File: src/rtl/spartan6_dsp48a1_pkg.sv
// Shared definitions for the DSP48A1-style slice: OPMODE field layout,
// X/Z multiplexer selects and the carry/B-source parameter encodings.
package spartan6_dsp48a1_pkg;

  localparam int unsigned A_W = 18;
  localparam int unsigned M_W = 36;
  localparam int unsigned P_W = 48;
  localparam int unsigned OPM_W = 8;

  // OPMODE bit positions
  localparam int unsigned OPM_X_LSB   = 0;
  localparam int unsigned OPM_X_MSB   = 1;
  localparam int unsigned OPM_Z_LSB   = 2;
  localparam int unsigned OPM_Z_MSB   = 3;
  localparam int unsigned OPM_PREUSE  = 4;
  localparam int unsigned OPM_CARRY   = 5;
  localparam int unsigned OPM_PRESUB  = 6;
  localparam int unsigned OPM_POSTSUB = 7;

  localparam int unsigned CARRYINSEL_PORT    = 0;
  localparam int unsigned CARRYINSEL_OPMODE5 = 1;
  localparam int unsigned B_INPUT_DIRECT     = 0;
  localparam int unsigned B_INPUT_CASCADE    = 1;

  typedef enum logic [1:0] {
    X_ZERO   = 2'd0,
    X_M      = 2'd1,
    X_P      = 2'd2,
    X_CONCAT = 2'd3
  } xmux_e;

  typedef enum logic [1:0] {
    Z_ZERO = 2'd0,
    Z_PCIN = 2'd1,
    Z_P    = 2'd2,
    Z_C    = 2'd3
  } zmux_e;

endpackage

File: src/rtl/spartan6_dsp48a1_reg_stage.sv
// Optional pipeline register: synchronous active-low reset with priority over
// clock enable, or a plain wire when REG is 0.
module dsp_reg_stage #(
  parameter int unsigned WIDTH = 18,
  parameter int unsigned REG   = 1
) (
  input  logic             CLK,
  input  logic             CE,
  input  logic             RST,
  input  logic [WIDTH-1:0] d_i,
  output logic [WIDTH-1:0] q_o
);

  generate
    if (REG != 0) begin : g_reg
      logic [WIDTH-1:0] data_q;

      always_ff @(posedge CLK) begin
        if (!RST) begin
          data_q <= '0;
        end else if (CE) begin
          data_q <= d_i;
        end
      end

      assign q_o = data_q;
    end else begin : g_bypass
      logic unused_ctrl;
      assign unused_ctrl = ^{CLK, CE, RST};
      assign q_o = d_i;
    end
  endgenerate

endmodule

File: src/rtl/spartan6_dsp48a1.sv
// DSP48A1-style slice: pre-adder, 18x18 unsigned multiplier and 48-bit
// post-adder/subtractor, each pipeline stage individually optional.
module spartan6_dsp48a1
  import spartan6_dsp48a1_pkg::*;
#(
  parameter int unsigned A0REG       = 1,
  parameter int unsigned A1REG       = 1,
  parameter int unsigned B0REG       = 1,
  parameter int unsigned B1REG       = 1,
  parameter int unsigned CREG        = 1,
  parameter int unsigned DREG        = 1,
  parameter int unsigned MREG        = 1,
  parameter int unsigned PREG        = 1,
  parameter int unsigned CARRYINREG  = 1,
  parameter int unsigned CARRYOUTREG = 1,
  parameter int unsigned OPMODEREG   = 1,
  parameter int unsigned CARRYINSEL  = 1,
  parameter int unsigned B_INPUT     = 0
) (
  input  logic        CLK,
  input  logic        RSTA,
  input  logic        RSTB,
  input  logic        RSTC,
  input  logic        RSTD,
  input  logic        RSTM,
  input  logic        RSTP,
  input  logic        RSTCARRYIN,
  input  logic        RSTOPMODE,
  input  logic        CEA,
  input  logic        CEB,
  input  logic        CEC,
  input  logic        CED,
  input  logic        CEM,
  input  logic        CEP,
  input  logic        CECARRYIN,
  input  logic        CEOPMODE,
  input  logic [17:0] A,
  input  logic [17:0] B,
  input  logic [17:0] BCIN,
  input  logic [17:0] D,
  input  logic [47:0] C,
  input  logic [47:0] PCIN,
  input  logic        CARRYIN,
  input  logic [7:0]  OPMODE,
  output logic [35:0] M,
  output logic [47:0] P,
  output logic [47:0] PCOUT,
  output logic [17:0] BCOUT,
  output logic        CARRYOUT,
  output logic        CARRYOUTF
);

  logic [OPM_W-1:0] opm_q;
  logic [A_W-1:0]   a0_q, a1_q, b0_q, b1_q, d_q;
  logic [A_W-1:0]   b_src, preadd, b1_d;
  logic [P_W-1:0]   c_q, p_q, x_mux, z_mux;
  logic [M_W-1:0]   mult, m_q;
  logic             cin_d, cin_q, co_q;
  logic [P_W:0]     post;
  xmux_e            x_sel;
  zmux_e            z_sel;

  dsp_reg_stage #(.WIDTH(OPM_W), .REG(OPMODEREG)) u_opmode (
    .CLK(CLK), .CE(CEOPMODE), .RST(RSTOPMODE), .d_i(OPMODE), .q_o(opm_q)
  );

  dsp_reg_stage #(.WIDTH(A_W), .REG(A0REG)) u_a0 (
    .CLK(CLK), .CE(CEA), .RST(RSTA), .d_i(A), .q_o(a0_q)
  );

  dsp_reg_stage #(.WIDTH(A_W), .REG(A1REG)) u_a1 (
    .CLK(CLK), .CE(CEA), .RST(RSTA), .d_i(a0_q), .q_o(a1_q)
  );

  assign b_src = (B_INPUT == B_INPUT_CASCADE) ? BCIN : B;

  dsp_reg_stage #(.WIDTH(A_W), .REG(B0REG)) u_b0 (
    .CLK(CLK), .CE(CEB), .RST(RSTB), .d_i(b_src), .q_o(b0_q)
  );

  dsp_reg_stage #(.WIDTH(A_W), .REG(DREG)) u_d (
    .CLK(CLK), .CE(CED), .RST(RSTD), .d_i(D), .q_o(d_q)
  );

  always_comb begin
    preadd = opm_q[OPM_PRESUB] ? (d_q - b0_q) : (d_q + b0_q);
    b1_d   = opm_q[OPM_PREUSE] ? preadd : b0_q;
  end

  dsp_reg_stage #(.WIDTH(A_W), .REG(B1REG)) u_b1 (
    .CLK(CLK), .CE(CEB), .RST(RSTB), .d_i(b1_d), .q_o(b1_q)
  );

  assign mult = {18'd0, a1_q} * {18'd0, b1_q};

  dsp_reg_stage #(.WIDTH(M_W), .REG(MREG)) u_m (
    .CLK(CLK), .CE(CEM), .RST(RSTM), .d_i(mult), .q_o(m_q)
  );

  dsp_reg_stage #(.WIDTH(P_W), .REG(CREG)) u_c (
    .CLK(CLK), .CE(CEC), .RST(RSTC), .d_i(C), .q_o(c_q)
  );

  assign cin_d = (CARRYINSEL == CARRYINSEL_OPMODE5) ? opm_q[OPM_CARRY] : CARRYIN;

  dsp_reg_stage #(.WIDTH(1), .REG(CARRYINREG)) u_cin (
    .CLK(CLK), .CE(CECARRYIN), .RST(RSTCARRYIN), .d_i(cin_d), .q_o(cin_q)
  );

  assign x_sel = xmux_e'(opm_q[OPM_X_MSB:OPM_X_LSB]);
  assign z_sel = zmux_e'(opm_q[OPM_Z_MSB:OPM_Z_LSB]);

  always_comb begin
    x_mux = '0;
    unique case (x_sel)
      X_ZERO:   x_mux = '0;
      X_M:      x_mux = {12'd0, m_q};
      X_P:      x_mux = p_q;
      X_CONCAT: x_mux = {d_q[11:0], a1_q, b1_q};
      default:  x_mux = '0;
    endcase
  end

  always_comb begin
    z_mux = '0;
    unique case (z_sel)
      Z_ZERO:  z_mux = '0;
      Z_PCIN:  z_mux = PCIN;
      Z_P:     z_mux = p_q;
      Z_C:     z_mux = c_q;
      default: z_mux = '0;
    endcase
  end

  // Bit 48 acts as carry on add and as borrow (wrapped sign) on subtract.
  always_comb begin
    if (opm_q[OPM_POSTSUB]) begin
      post = {1'b0, z_mux} - ({1'b0, x_mux} + {{P_W{1'b0}}, cin_q});
    end else begin
      post = {1'b0, z_mux} + {1'b0, x_mux} + {{P_W{1'b0}}, cin_q};
    end
  end

  dsp_reg_stage #(.WIDTH(P_W), .REG(PREG)) u_p (
    .CLK(CLK), .CE(CEP), .RST(RSTP), .d_i(post[P_W-1:0]), .q_o(p_q)
  );

  dsp_reg_stage #(.WIDTH(1), .REG(CARRYOUTREG)) u_cout (
    .CLK(CLK), .CE(CECARRYIN), .RST(RSTCARRYIN), .d_i(post[P_W]), .q_o(co_q)
  );

  assign M         = m_q;
  assign P         = p_q;
  assign PCOUT     = p_q;
  assign BCOUT     = b1_q;
  assign CARRYOUT  = co_q;
  assign CARRYOUTF = co_q;

endmodule

File: config.mk
export PLATFORM = sky130hd
export DESIGN_NAME = spartan6_dsp48a1
export DESIGN_NICKNAME = d
export VERILOG_FILES = /design/src/rtl/spartan6_dsp48a1_pkg.sv /design/src/rtl/spartan6_dsp48a1_reg_stage.sv /design/src/rtl/spartan6_dsp48a1.sv
export SDC_FILE = /design/constraint.sdc
export NUM_CORES = 2
export LEC_CHECK = 0
export CAP_MARGIN = 40
export CORE_MARGIN = 5
export CORE_UTILIZATION = 42
export DETAILED_ROUTE_END_ITERATION = 7
export PLACE_DENSITY = 0.63
export SLEW_MARGIN = 20
export SYNTH_ARGS = -nofsm -noshare
export SYNTH_HDL_FRONTEND = slang
export SYNTH_SLANG_ARGS = --single-unit
File: constraint.sdc
create_clock -name CLK -period 11.6 [get_ports CLK]
set_input_delay 1.16 -clock CLK [delete_from_list [all_inputs] [get_ports CLK]]
set_output_delay 1.16 -clock CLK [all_outputs]
set_load 0.01 [all_outputs]
**Word-level counts from Yosys, hierarchy flattened**

Index checks and enable logic that the tools add are counted.

- Register bits: 232
- Output and inout port bits: 152
- Input bits: 194

- Multiplexer cells: 5
- Add/subtract/negate cells: 6
- Equal/unequal tests: 6
- Reduce and logical (&&, ||, !) cells: 2
- Multipliers: 1

Operators with widths:

| cell | number |
|---|---|
| $pmux W48 S4 | 2 |
| $add A48 B1 Y49 | 1 |
| $add A48 B48 Y49 | 1 |
| $add A49 B1 Y49 | 1 |
| $mux W49 | 1 |
| $sub A48 B49 Y49 | 1 |
| $mul A18 B18 Y36 | 1 |
| $mux W18 | 2 |
| $add A18 B18 Y18 | 1 |
| $sub A18 B18 Y18 | 1 |
| $eq A2 B2 Y1 const B | 4 |
| $eq A2 B1 Y1 const B | 2 |
| $logic_not A2 Y1 | 2 |

**Depth between registers and ports, before layout**

- Depth after elaboration: 5
- Depth in mapped cells: 25
- Depth with buffers taken out: 24

**Modules after synthesis**

From an unflattened synthesis, not the netlist that was laid out.

- Cells, all modules: 3395
- Area, all modules: 29633.4 um^2

Modules (own cells, without submodules):

| module | times used | seq. area each (um^2) | cells each | area each (um^2) |
|---|---|---|---|---|
| spartan6_dsp48a1 | 1 | 0.0 | 2654 | 20738.6 |
| dsp_reg_stage (u_c ...) | 2 | 960.9 | 155 | 1845.5 |
| dsp_reg_stage (u_a0 ...) | 5 | 360.3 | 57 | 688.2 |
| dsp_reg_stage (u_m) | 1 | 720.7 | 115 | 1388.8 |
| dsp_reg_stage (u_opmode) | 1 | 160.2 | 25 | 301.5 |
| dsp_reg_stage (u_cin ...) | 2 | 20.0 | 3 | 36.3 |

**Least setup slack after synthesis**

OpenSTA, ideal clock, no wires.

- Kind: reg2reg
- From: reg u_b1.g_reg.data_q[3], in the netlist u_b1.q_o[3]
- To: reg u_m.g_reg.data_q[31], in the netlist u_m.q_o[31]
- Clock period less this slack: 6624 ps
- Setup slack: 4976 ps
- Library setup time: 122 ps
- Cell stages (with the launch flop): 23
- Arrival time: 6502 ps
- Cell sequence: dfxtp_1 -> clkbuf_1 -> clkbuf_1 -> nand2_1 -> fa_1 -> fa_1 -> fa_1 -> fa_1 -> inv_1 -> fa_1 -> inv_1 -> fa_1 -> inv_1 -> ha_1 -> and4_2 -> a221oi_4 -> a31oi_1 -> or2_1 -> a41o_1 -> a41oi_4 -> a31oi_1 -> and4b_1 -> a311o_1

- Cells in the longest elaborated chain, start to end: 1

RTL lines:

| element | RTL line | text |
|---|---|---|
| from (decl) | spartan6_dsp48a1_reg_stage.sv:16 | `logic [WIDTH-1:0] data_q;` |
| from (signal assigned) | spartan6_dsp48a1_reg_stage.sv:22 | `data_q <= d_i;` |
| $mul A18 B18 Y36 | spartan6_dsp48a1.sv:94 | `assign mult = {18'd0, a1_q} * {18'd0, b1_q};` |
| to (signal assigned) | spartan6_dsp48a1_reg_stage.sv:22 |  |
| to (decl) | spartan6_dsp48a1_reg_stage.sv:16 |  |

Every way passes these cells.
A chain may end at the register's enable or synchronous reset.

**Worst setup path after layout**

- From: reg u_a1.g_reg.data_q[6], in the netlist u_a1.q_o[6]
- To: reg u_m.g_reg.data_q[32], in the netlist u_m.q_o[32]

- Cells in the longest elaborated chain, start to end: 1

RTL lines:

| element | RTL line |
|---|---|
| from (decl) | spartan6_dsp48a1_reg_stage.sv:16 |
| from (signal assigned) | spartan6_dsp48a1_reg_stage.sv:22 |
| $mul A18 B18 Y36 | spartan6_dsp48a1.sv:94 |

Every way passes these cells.

==> impl_results.md <==
* Port Buffers at 326
* Final #Nets at 4,347
* I/O Pins at between 300 and 400
* Vias in the first global route at 24,660
* Fmax at 135.0 MHz
* Layout cells sized above 1 at 6.529%
* Status: complete, no violations
* Final hold violations at 0
* Resize count post-CTS at 0
* Antenna violations before repair at 2
* Vias per Instance at 5.437
* Clock Root Buffer: clkbuf_16
* Total routed wirelength at 96,010 um
* # Post-CTS Setup Buffers at 0
* Non-Filler Instances at 4,576
* Worst Setup SP: u_a1.q_o[6]
* Maximum VDD drop at 0.09955 mV
* GRT Total Usage at 24.88%
* CP dominant cell by count: fa_1
* RR Startpoint: u_a1.q_o[6]
* Total core area at 68,830 sq um
* Top cell type's share of synthesized area at 17.90%
* YS warnings at 0
* Remaining antenna violation count at 0
* Tightest Hold Check Type: flop to flop
* Crit path max fanout at 11
* Antenna diodes at 0
* Worst Path Required at 12.11 ns
* Stages on the worst setup path at 22
* WL/cell at roughly 21 um
* CTS Buffer Depth at 3
* Pre-antenna DRT Iters at 6
* CTS Buf Count at 30
* Hold-fix buffers, CTS at 0
* Hold Path Stages at 2
* Slew margin rel. at 42.26%
* Placed Instances at roughly 4,500
* DR vias at 24,880
* Number of synthesized flops with an enable pin at 0
* Most area-consuming cells after synthesis: fa_1, dfxtp_1, ha_1
* Largest net degree at the start of global routing at 67
* Setup slack, reg-to-reg at ~4.2 ns
* DR iter-0 viols at 1,570
* Max-cap violations at 0
* Seq cells post-synth at 232
* Starting Density at 42.42%
* CP Buf/Inv Count at 5
* Worst-Skew Late Latency at 0.64 ns
* Mapped Area at 29,200 sq um
* Ys flop type: dfxtp_1
* CTS tree: yes
* DRC viols at 0
* Count of cell types in the netlist at 92
* Htree depth at 1
* RePlAce Congestion at around 0.96
* GRT overflow at 0
* PwrDens at between 80 and 90 nW/um^2
* R2r worst-path depth at 22
* Setup crit end kind: flop
* Worst path slowest cell: nor4_1
* Worst slew pin tran at 0.8588 ns
* DIE AREA at 74,890 sq um
* Row cnt at 96
* First-pass GRT wire length at 146,600 um
* Layout Utilization at 49.68%
* Critical Path Max Stage Delay at approximately 0.74 ns
* Synth async-reset ratio at 0%
* CP top delay family: adder cells
* WP data arrival at approximately 7.9 ns
* Final critical-path required period at 7.409 ns
* Crit path capture: u_m.q_o[32]
* Worst Skew at 0.06256 ns
* Final Cycle Share at 63.87%
* RSZ-0062 raised after global routing: false
* Post-Syn Area per Cell at between 8 and 9 sq um
* DP Wirelength at between 70,000 and 80,000 um
* CP Launch Type: flop
* Final slew viol count at 0
* DIE HEIGHT at approximately 270 um
* CTS sink cnt at between 200 and 250
* Syn Inst Count at ~3,400
* Final setup violating endpoints at 0
* Clk slew on worst S/H paths at 0.06 ns
* Kind of critical path: flop to flop
* Worst r2r dst: u_m.q_o[32]
* Area Growth Syn to Fin at 17.12%
* Die Width at roughly 270 um
* Net Count, Synth at 4,169
* Cell accounting for the most synthesized area: fa_1
* Sequential cell area fraction in the yosys report at 15.91%
* P_leak at 0.01603 uW
* Crit path cell chain: buf_8, and2_1, fa_1, inv_1, fa_1, fa_1, fa_1, inv_1, fa_1, inv_1, fa_1, inv_1, ha_1, and4_2, a221oi_4, o22ai_1, nor4_1, o311ai_0, nor4_1, o31ai_1, nand4b_1, o211ai_1
* Final TNS setup at 0 ns
-- flip-flops by register name, summed over array words and instances (netlist names) --
signal	cells
u_cout.q_o	1
u_b0.q_o	18
u_a1.q_o	18
u_cin.q_o	1
u_p.q_o	48
u_b1.q_o	18
u_a0.q_o	18
u_m.q_o	36
u_opmode.q_o	8
u_d.q_o	18
u_c.q_o	48
-- routing by layer --
metal / vias up / share of wire (%) / track usage [%]
met5: - / 0.028 / 0
met4: 4 / 3.3 / 6.837
met3: 156 / 7.1 / 4.155
met2: 827 / 46 / 41.16
met1: 12100 / 44 / 33.78
li1: 11800 / - / -
-- tightest hold or removal path, delay by kind of cell (launching register included) --
kind               cells  cell delay (ns)
DFF                    1             0.31
AOI/OAI and AO/OA      1             0.05
and+or+nand+nor        1             0.08
-- per-stage QoR --
step | setup slack, ns | total power [uW] | instance area, sq um | hold slack [ns]
3_3_place_gp | 4.158 | 2012 | 32850 | 0.4795
6_report | 4.191 | 3035 | 34190 | 0.4909
4_1_cts | 4.282 | 3052 | 34190 | 0.4899
3_5_place_dp | 4.302 | 2028 | 33120 | 0.4819
5_1_grt | 3.787 | 3188 | 34190 | 0.5121
2_1_floorplan | 4.976 | 1641 | 29200 | 0.4766
-- layout by cell type (no fill, tap or decap), drive strengths merged, types with 39 or more instances in the layout --
cell / n
a21o: 75
xnor2: 97
nor2b: 171
a22o: 65
ha: 267
mux2i: 191
o21ai: 107
and2: 137
nand2: 297
fa: 261
a21oi: 173
mux2: 85
clkdlybuf4s50: 321
inv: 449
dfxtp: 232
buf: 69
clkbuf: 39
nor2: 149
nand3: 43
-- cell usage after synthesis, types with 26 or more instances --
cell and n:
o21bai_1 26, inv_1 449, nor2_1 148, fa_1 261, xor2_1 33, ha_1 267
a22o_1 65, mux2_2 84, mux2i_1 191, o21ai_0 102, nand3_1 43, nand2_1 297
nor2b_1 171, clkbuf_1 173, dfxtp_1 232, buf_4 49, a21o_1 73, nor3_1 29
a21oi_1 171, xnor2_1 97, and2_1 137, a211oi_1 28
-- how the worst min path moves through the flow --
stage	end	slack (ns)	from
floorplan	u_c.q_o[0]	0.48	u_c.q_o[0]
global placement	u_b1.q_o[4]	0.48	u_b1.q_o[4]
detailed placement	u_b1.q_o[4]	0.48	u_b1.q_o[4]
CTS	u_b1.q_o[4]	0.49	u_b1.q_o[4]
global route	u_b1.q_o[4]	0.51	u_b1.q_o[4]
finish	u_b1.q_o[4]	0.49	u_b1.q_o[4]
-- power by group --
part,internal [uW],total (uW),switching (uW)
clock,610,1010,401
combinational,491,1110,621
sequential,846,912,66.2
-- final cells by class --
class	instances	area (sq um)
multi-input cells	2520	21760
repair buffers	390	3864
well taps	931	1165
flip-flops and latches	232	4651
inverters	451	1693
clock inverters	13	200.2
fillers	6631	34630
clock buffers	39	864.6
-- logic make-up after synthesis --
logic type	count (synthesis)	share of synthesized area [%]
AOI/OAI and AO/OA	649	15.18
DFF	232	15.91
adders and majority gates	528	29.34
xor gates and xnor gates	130	3.900
muxes	276	9.827
buffers and inverters	695	9.608
and+or+nand+nor	937	16.24
(Power assumes the default switching activity.)
